<file path="src/rtl/reg_file_8x_if.sv">
// ---------------------------------------------------------------------------
// reg_file_8x_if
//   Port bundle for the eight-entry register file: one write port and two
//   read ports plus the accepted-write counter.
//
//   Signals
//     we       write enable, sampled on rising clk
//     waddr    write address (3 bits)
//     wdata    write data (DATA_W bits)
//     raddr_a  read port A address
//     rdata_a  read port A data, combinational
//     raddr_b  read port B address
//     rdata_b  read port B data, combinational
//     wr_cnt   count of accepted writes, wraps 255 -> 0
//
//   Modports
//     master   datapath side: drives addresses and write data
//     slave    register file side: drives read data and wr_cnt
// ---------------------------------------------------------------------------
interface reg_file_8x_if #(
  parameter int DATA_W = 32
);
  logic              we;
  logic [2:0]        waddr;
  logic [DATA_W-1:0] wdata;
  logic [2:0]        raddr_a;
  logic [DATA_W-1:0] rdata_a;
  logic [2:0]        raddr_b;
  logic [DATA_W-1:0] rdata_b;
  logic [7:0]        wr_cnt;

  modport master (
    output we, waddr, wdata, raddr_a, raddr_b,
    input  rdata_a, rdata_b, wr_cnt
  );

  modport slave (
    input  we, waddr, wdata, raddr_a, raddr_b,
    output rdata_a, rdata_b, wr_cnt
  );
endinterface

</file>
<file path="src/rtl/reg_file_8x.sv">
// ---------------------------------------------------------------------------
// reg_file_8x
//   Eight-entry general register file for the MIPS datapath. One synchronous
//   write port, two asynchronous read ports feeding the ALU operand path.
//
//   Ports
//     clk    rising-edge clock
//     rst_n  asynchronous active-low reset; clears all entries and wr_cnt,
//            and forces both read ports to 0 while low
//     bus    reg_file_8x_if.slave (we/waddr/wdata, raddr_a/rdata_a,
//            raddr_b/rdata_b, wr_cnt)
//
//   Parameters
//     DATA_W    register width
//     ZERO_REG  1: entry 0 reads 0 and writes to it are dropped (not counted)
//
//   Build option
//     REGFILE_BYPASS_EN  when defined, a read of the address being written in
//                        the same cycle returns wdata (write-through). When
//                        undefined, the stored value is returned until the edge.
// ---------------------------------------------------------------------------
module reg_file_8x #(
  parameter int DATA_W   = 32,
  parameter bit ZERO_REG = 1'b1
) (
  input  logic          clk,
  input  logic          rst_n,
  reg_file_8x_if.slave  bus
);

`ifdef REGFILE_BYPASS_EN
  localparam bit BYPASS = 1'b1;
`else
  localparam bit BYPASS = 1'b0;
`endif

  logic [DATA_W-1:0] entry_r [8];
  logic [7:0]        wr_cnt_r;
  logic              wr_accept_s;
  logic [DATA_W-1:0] rdata_a_s;
  logic [DATA_W-1:0] rdata_b_s;

  // Read selection shared by both ports. Reset and the zero register take
  // priority over forwarding, so a bypassed write can never leak through them.
  function automatic logic [DATA_W-1:0] read_sel(
    input logic              rst_ok,
    input logic [2:0]        raddr,
    input logic [DATA_W-1:0] stored,
    input logic              fwd_hit,
    input logic [DATA_W-1:0] fwd_data
  );
    logic [DATA_W-1:0] val;
    val = stored;
    if (!rst_ok) begin
      val = {DATA_W{1'b0}};
    end else if (ZERO_REG && (raddr == 3'd0)) begin
      val = {DATA_W{1'b0}};
    end else if (BYPASS && fwd_hit) begin
      val = fwd_data;
    end else begin
      val = stored;
    end
    return val;
  endfunction

  // Write qualification: we gates everything, so X on waddr/wdata with we=0
  // cannot reach storage or the counter.
  always_comb begin
    wr_accept_s = 1'b0;
    if (bus.we == 1'b1) begin
      if (ZERO_REG && (bus.waddr == 3'd0)) begin
        wr_accept_s = 1'b0;
      end else begin
        wr_accept_s = 1'b1;
      end
    end else begin
      wr_accept_s = 1'b0;
    end
  end

  // Register storage with asynchronous clear.
  always_ff @(posedge clk or negedge rst_n) begin
    if (!rst_n) begin
      for (int i = 0; i < 8; i++) begin
        entry_r[i] <= {DATA_W{1'b0}};
      end
    end else if (wr_accept_s) begin
      entry_r[bus.waddr] <= bus.wdata;
    end
  end

  // Accepted-write counter, wraps modulo 256.
  always_ff @(posedge clk or negedge rst_n) begin
    if (!rst_n) begin
      wr_cnt_r <= 8'd0;
    end else if (wr_accept_s) begin
      wr_cnt_r <= wr_cnt_r + 8'd1;
    end
  end

  // Read ports A and B, zero latency.
  always_comb begin
    rdata_a_s = read_sel(rst_n, bus.raddr_a, entry_r[bus.raddr_a],
                         wr_accept_s && (bus.raddr_a == bus.waddr), bus.wdata);
    rdata_b_s = read_sel(rst_n, bus.raddr_b, entry_r[bus.raddr_b],
                         wr_accept_s && (bus.raddr_b == bus.waddr), bus.wdata);
  end

  assign bus.rdata_a = rdata_a_s;
  assign bus.rdata_b = rdata_b_s;
  assign bus.wr_cnt  = wr_cnt_r;

endmodule

</file>
<file path="src/flat_wrapper.sv">
// flat-port wrapper written by rule: the top's interface ports become plain ports
module reg_file_8x_flat 
#(
  parameter int DATA_W   = 32,
  parameter bit ZERO_REG = 1'b1
)
  (clk, rst_n, bus_we, bus_waddr, bus_wdata, bus_raddr_a, bus_raddr_b, bus_rdata_a, bus_rdata_b, bus_wr_cnt);
  reg_file_8x_if #(.DATA_W(DATA_W)) bus_i ();
  input  logic clk;
  input  logic rst_n;
  input wire logic [$bits(bus_i.we)-1:0] bus_we;
  input wire logic [$bits(bus_i.waddr)-1:0] bus_waddr;
  input wire logic [$bits(bus_i.wdata)-1:0] bus_wdata;
  input wire logic [$bits(bus_i.raddr_a)-1:0] bus_raddr_a;
  input wire logic [$bits(bus_i.raddr_b)-1:0] bus_raddr_b;
  output wire logic [$bits(bus_i.rdata_a)-1:0] bus_rdata_a;
  output wire logic [$bits(bus_i.rdata_b)-1:0] bus_rdata_b;
  output wire logic [$bits(bus_i.wr_cnt)-1:0] bus_wr_cnt;
  assign bus_i.we = bus_we;
  assign bus_i.waddr = bus_waddr;
  assign bus_i.wdata = bus_wdata;
  assign bus_i.raddr_a = bus_raddr_a;
  assign bus_i.raddr_b = bus_raddr_b;
  assign bus_rdata_a = bus_i.rdata_a;
  assign bus_rdata_b = bus_i.rdata_b;
  assign bus_wr_cnt = bus_i.wr_cnt;
  reg_file_8x #(.DATA_W(DATA_W), .ZERO_REG(ZERO_REG)) u_core (.clk(clk), .rst_n(rst_n), .bus(bus_i));
endmodule
</file>
<file path="config.mk">
export PLATFORM = sky130hd
export DESIGN_NAME = reg_file_8x_flat
export DESIGN_NICKNAME = d
export VERILOG_FILES = /design/src/rtl/reg_file_8x_if.sv /design/src/rtl/reg_file_8x.sv /design/src/flat_wrapper.sv
export SDC_FILE = /design/constraint.sdc
export NUM_CORES = 1
export LEC_CHECK = 0
export ABC_AREA = 1
export ABC_CLOCK_PERIOD_IN_PS = 1600
export CAP_MARGIN = 20
export CORE_MARGIN = 10
export CORE_UTILIZATION = 35
export CTS_CLUSTER_DIAMETER = 40
export DETAILED_ROUTE_END_ITERATION = 12
export PLACE_DENSITY = 0.49
export SLEW_MARGIN = 20
export SYNTH_ARGS = -nofsm -noshare
export SYNTH_HDL_FRONTEND = slang
export SYNTH_SLANG_ARGS = --single-unit
</file>
<file path="constraint.sdc">
create_clock -name clk -period 1.6 [get_ports clk]
set_clock_uncertainty 0.05 [all_clocks]
set_input_delay 0.24 -clock clk [delete_from_list [all_inputs] [get_ports clk]]
set_output_delay 0.24 -clock clk [all_outputs]
set_load 0.02 [all_outputs]
</file>
Word level (Yosys, flattened, before mapping)
Index checks and enable logic that the tools add are counted.
{"block": "totals", "ff_bits": 264}
{"block": "classes", "add_sub_neg": 1, "n_lt_le_gt_ge": 4, "n_mux": 15, "bitwise_logic": 3, "reduce_logical": 4}
{"operator": "$mux W32", "n": 9}
{"operator": "$bwmux W256", "n": 1}
{"operator": "$bmux W32 S3", "n": 2}
{"operator": "$demux W32 S3", "n": 1}
{"operator": "$ge A4 B4 Y1 const B", "n": 3}
{"operator": "$not A3 Y4", "n": 3}
{"operator": "$logic_not A3 Y1", "n": 3}
{"operator": "$add A8 B1 Y8 const B", "n": 1}
{"operator": "$lt A4 B1 Y1 const B", "n": 1}
{"operator": "$mux W1", "n": 2}
{"operator": "$logic_and A1 B1 Y1", "n": 1}

Logic depth before layout (Yosys ltp)
{"block": "logic_depth", "depth_word": 6, "depth_mapped": 9, "ltp_nobuf": 7}

Worst setup path before layout
OpenSTA, ideal clock, no wires.
{"block": "synth_timing", "path_kind": "input -> output", "from": "input port bus_raddr_b[0]", "to": "output port bus_rdata_b[24]", "arrival_time_ns": 1.303, "required_ns": 1.310, "path_slack_ns": 0.007, "stages": 7, "n_path_buf": 3, "path_cell_list": "buf_2 -> buf_4 -> buf_2 -> nor2_1 -> o21ai_0 -> nand2_1 -> a21oi_1"}
{"block": "synth_via", "elab_chain_len": 6, "word_cells_on_any_way": 7, "classes_between": "mux (5); bitwise (1); reduce/logical (1)"}
{"item": "start, declared", "line": "flat_wrapper.sv:15", "rtl": "input wire logic [$bits(bus_i.raddr_b)-1:0] bus_raddr_b;"}
{"item": "$not A3 Y4 (not written as such)", "line": "reg_file_8x.sv:105", "rtl": "rdata_b_s = read_sel(rst_n, bus.raddr_b, entry_r[bus.raddr_b],"}
{"item": "$bmux W32 S3", "line": "reg_file_8x.sv:105"}
{"item": "$mux W32 (not written as such) (2 in series)", "line": "reg_file_8x.sv:105"}
{"item": "$mux W32 *", "line": "reg_file_8x.sv:56", "rtl": "end else if (ZERO_REG && (raddr == 3'd0)) begin"}
{"item": "$mux W32 *", "line": "reg_file_8x.sv:54", "rtl": "if (!rst_ok) begin"}
{"item": "end, declared", "line": "flat_wrapper.sv:17", "rtl": "output wire logic [$bits(bus_i.rdata_b)-1:0] bus_rdata_b;"}
Mark *: on every way between the ends. The rest lies on a longest branch, timed or not. The select of a mux whose other input is x is not followed.

Final worst setup path
{"block": "layout_timing", "from": "register u_core.entry_r[80] (netlist bit)", "to": "output port bus_rdata_b[16]"}
{"block": "layout_via", "elab_chain_len": 5}
{"item": "start, declared", "line": "reg_file_8x.sv:37", "rtl": "logic [DATA_W-1:0] entry_r [8];"}
{"item": "start signal, assigned by index", "line": "reg_file_8x.sv:85", "rtl": "entry_r[i] <= {DATA_W{1'b0}};"}
{"item": "start signal, assigned by index", "line": "reg_file_8x.sv:88", "rtl": "entry_r[bus.waddr] <= bus.wdata;"}
{"item": "$bmux W32 S3", "line": "reg_file_8x.sv:105"}
{"item": "$mux W32 (not written as such) (2 in series)", "line": "reg_file_8x.sv:105"}
{"item": "$mux W32", "line": "reg_file_8x.sv:56"}
{"item": "$mux W32", "line": "reg_file_8x.sv:54"}
Every way passes these cells. The select of a mux whose other input is x is not followed.

==> impl_metrics.csv <==
group,metric,value,unit
sta,tightestPinTransition,0.841,ns
pwr,ir_drop,875,uV
pwr,total_power,22.4,mW
run_status,outcome,"finished with violations",
grt,grt.total_usage,0.213,
placement,dpl.hpwl,31500,um
synth,synthesis.nets,1884,
placement,place_congestion,0.815,
synth,synth_edf_count,0,
worst_setup_path,setup.worst_path.start_class,"flip-flop",
grt,grt_max_degree,43,
sta,setup_viol,64,
cts,ctsHtreeMaxLevel,2,
synth,ys_seq_elements,232,
synth,synth.distinct_cells,26,
synth,syn_area,0.0128,mm2
synth,async_flop_share,1.00,
cells_and_area,nNetsFinal,2162,
job,cap_violations,0,
routing,wl_per_cell,18.4,um
die,die_h,212,um
synth,yosysTopAreaCellShare,0.452,
synth,synth.avg_cell_area,6.99,um2
sta,min_period_over_period,1.22,
synth,synth_seq_area_share,0.452,
synth,synth_top_area_cell,"dfrtp_1",
worst_setup_path,crit_arrival,1.66,ns
cts,clk_latency,0.53,ns
die,num_rows,70,
sta,fmax,0.514,GHz
die,initial_core_util,0.353,
grt,grt_pass1_vias,13257,
grt,grt.overflow.total,0,
worst_setup_path,slowest_stage,"dfrtp_1",
worst_setup_path,cp.required,1.31,ns
placement,place_ws,-1.00,ns
die,dieArea,0.0448,mm2
cts,clock_sink_count,232,
run_status,violations,"negative setup slack",
worst_setup_path,critPathMaxFanout,2,
sta,rsz0062_at_grt,"true",
cells_and_area,layout-drive-gt1-share,0.245,
sta,slew_headroom,0.438,
synth,synth_commonest_cells,"nand2_1 (502), o21ai_0 (385), dfrtp_1 (232), nor2_1 (194), inv_1 (163)",
routing,initialDrtViolationCount,1040,
routing,vias_per_cell,5.14,
worst_setup_path,critical_path_class,"flip-flop to primary output",
cts,cts.path.max_buffers,3,
cells_and_area,seqCellArea,0.00581,mm2
die,die_x,212,um
cells_and_area,syn2layout_area_growth,43.1,%
worst_setup_path,path_cells,"inv_1, nand2_1, nand2_1, o21ai_2, nand2_1, a21oi_2, buf_4, buf_6",
grt,grt_pass1_wl,75600,um
synth,synth_flop_cell,"dfrtp_1",
synth,synth_cells,1839,
sta,fin_ws,-0.346,ns
cts,root_buffer,"clkbuf_16",
pwr,p_per_area,1220,mW/mm2
worst_setup_path,critical-path-max-stage-delay,0.35,ns
cts,clkTransAtPathRegs,0.05,ns
sta,min_period,1.95,ns
pwr,leakage,8.82,nW
worst_setup_path,setup.worst_path.end_class,"primary output",
hold_path,hp-class,"input pin to flip-flop",
routing,via_count,13427,
synth,synth_area_leaders,"dfrtp_1 (45%), o21ai_0 (15%), nand2_1 (15%), nor2_1 (5.7%), inv_1 (4.8%)",
hold_path,hold_depth,3,
cells_and_area,num-fill-cells,3594,
placement,portBuffers,115,
die,coreArea,0.0364,mm2
synth,synth_most_common_cell,"nand2_1",
die,pin_count,116,
sta,finalHoldViolations,0,
routing,antenna_left,0,
sta,whs,0.232,ns
routing,drc_errors,0,
cells_and_area,multi_input_area,0.00624,mm2
sta,final_max_slew_viol_count,0,
cts,tritoncts,"built",
grt,antenna_found_initial,1,
cts,cts_made_buffers,43,
routing,wl,48200,um
synth,synth_warnings,0,
worst_setup_path,critPathMostFrequentCell,"nand2_1",
routing,drt-pass1-iter-count,5,
worst_setup_path,ff2ff_path_depth,6,
area by class of cell:
cell class | instances | share of cell area
multi-input combinational | 1309 | 0.339
inverter | 169 | 0.0346
timing repair buffer | 362 | 0.201
tap | 468 | 0.0318
sequential | 232 | 0.316
clock inverter | 22 | 0.0148
clock buffer | 51 | 0.0630
antenna | 1 | 0.000136
layer usage:
metal  wire [um]  track usage
met1       21900        0.284
met5           0            0
met3        2960       0.0396
met4        1260       0.0702
met2       22100        0.343
logic make-up (layout without fill, tap and decap cells):
| logic type | Yosys count | after routing | synth area share |
|---|---|---|---|
| xor gates and xnor gates | 5 | 5 | 0.00341 |
| buffers and inverters | 298 | 604 | 0.0949 |
| AOI/OAI and AO/OA | 520 | 520 | 0.209 |
| DFF | 232 | 232 | 0.452 |
| adders and majority gates | 1 | 1 | 0.000974 |
| other | 0 | 1 | 0 |
| and+or+nand+nor | 783 | 783 | 0.240 |
worst max-delay path, delay by kind of cell, from the launching register on:
kind / cells / cell delay (ns)
flip-flops: 1 / 0.35
buffers and inverters: 3 / 0.31
AO/OA/AOI/OAI: 2 / 0.26
AND/OR/NAND/NOR: 3 / 0.18
cell usage in the layout (no fill, tap or decap), drive strengths merged, types with 22 or more instances in the layout:
| cell | Yosys | final |
|---|---|---|
| nand2 | 508 | 508 |
| nand3 | 76 | 76 |
| inv | 167 | 168 |
| dlygate4sd3 | 0 | 22 |
| clkbuf | 68 | 56 |
| buf | 61 | 294 |
| dfrtp | 232 | 232 |
| o21ai | 398 | 398 |
| a21oi | 74 | 74 |
| nor2 | 196 | 196 |
| clkdlybuf4s50 | 0 | 36 |
| a31oi | 28 | 28 |
final timing paths:
check / from / endpoint / slack, ns
max reg2reg: u_core.bus.wr_cnt[0]$_DFFE_PN0P_ / u_core.bus.wr_cnt[6]$_DFFE_PN0P_ / 0.26
min: bus_wdata[8] / u_core.entry_r[8]$_DFFE_PN0P_ / 0.23
min in group asynchronous: rst_n / u_core.entry_r[188]$_DFFE_PN0P_ / 0.30
min reg2reg: u_core.entry_r[170]$_DFFE_PN0P_ / u_core.entry_r[170]$_DFFE_PN0P_ / 0.43
max in group asynchronous: rst_n / u_core.entry_r[0]$_DFFE_PN0P_ / 0.43
max: u_core.entry_r[80]$_DFFE_PN0P_ / bus_rdata_b[16] / -0.35
sequential cells by signal, indices dropped and copies added, names as in the netlist:
name and count:
u_core.entry_r 224, u_core.bus.wr_cnt 8
through the flow:
step / cells / TNS, ns / util / area (um2)
finish: 2614 / -13.39 / 0.505 / 18400
global placement: 2483 / -68.27 / 0.440 / 16000
floorplan: 1839 / 0 / - / 12800
CTS: 2588 / -15.03 / 0.492 / 17900
detailed placement: 2483 / -74.74 / 0.440 / 16000
global route: 2614 / -18.96 / 0.505 / 18400
power breakdown:
group / internal [mW] / switching [mW]
logic: 2.37 / 2.89
registers: 7.06 / 0.928
clock network: 5.94 / 3.16
total: 15.4 / 6.98
what timing repair did:
action	4_1_cts	5_1_grt
gates cloned	0	1
setup buffers	9	24
hold endpoints to repair	186	0
hold buffers	23	0
pin swaps	81	99
endpoints found under the setup margin	72	70
resized for setup	535	125
Power figures use the tool's default switching activity.
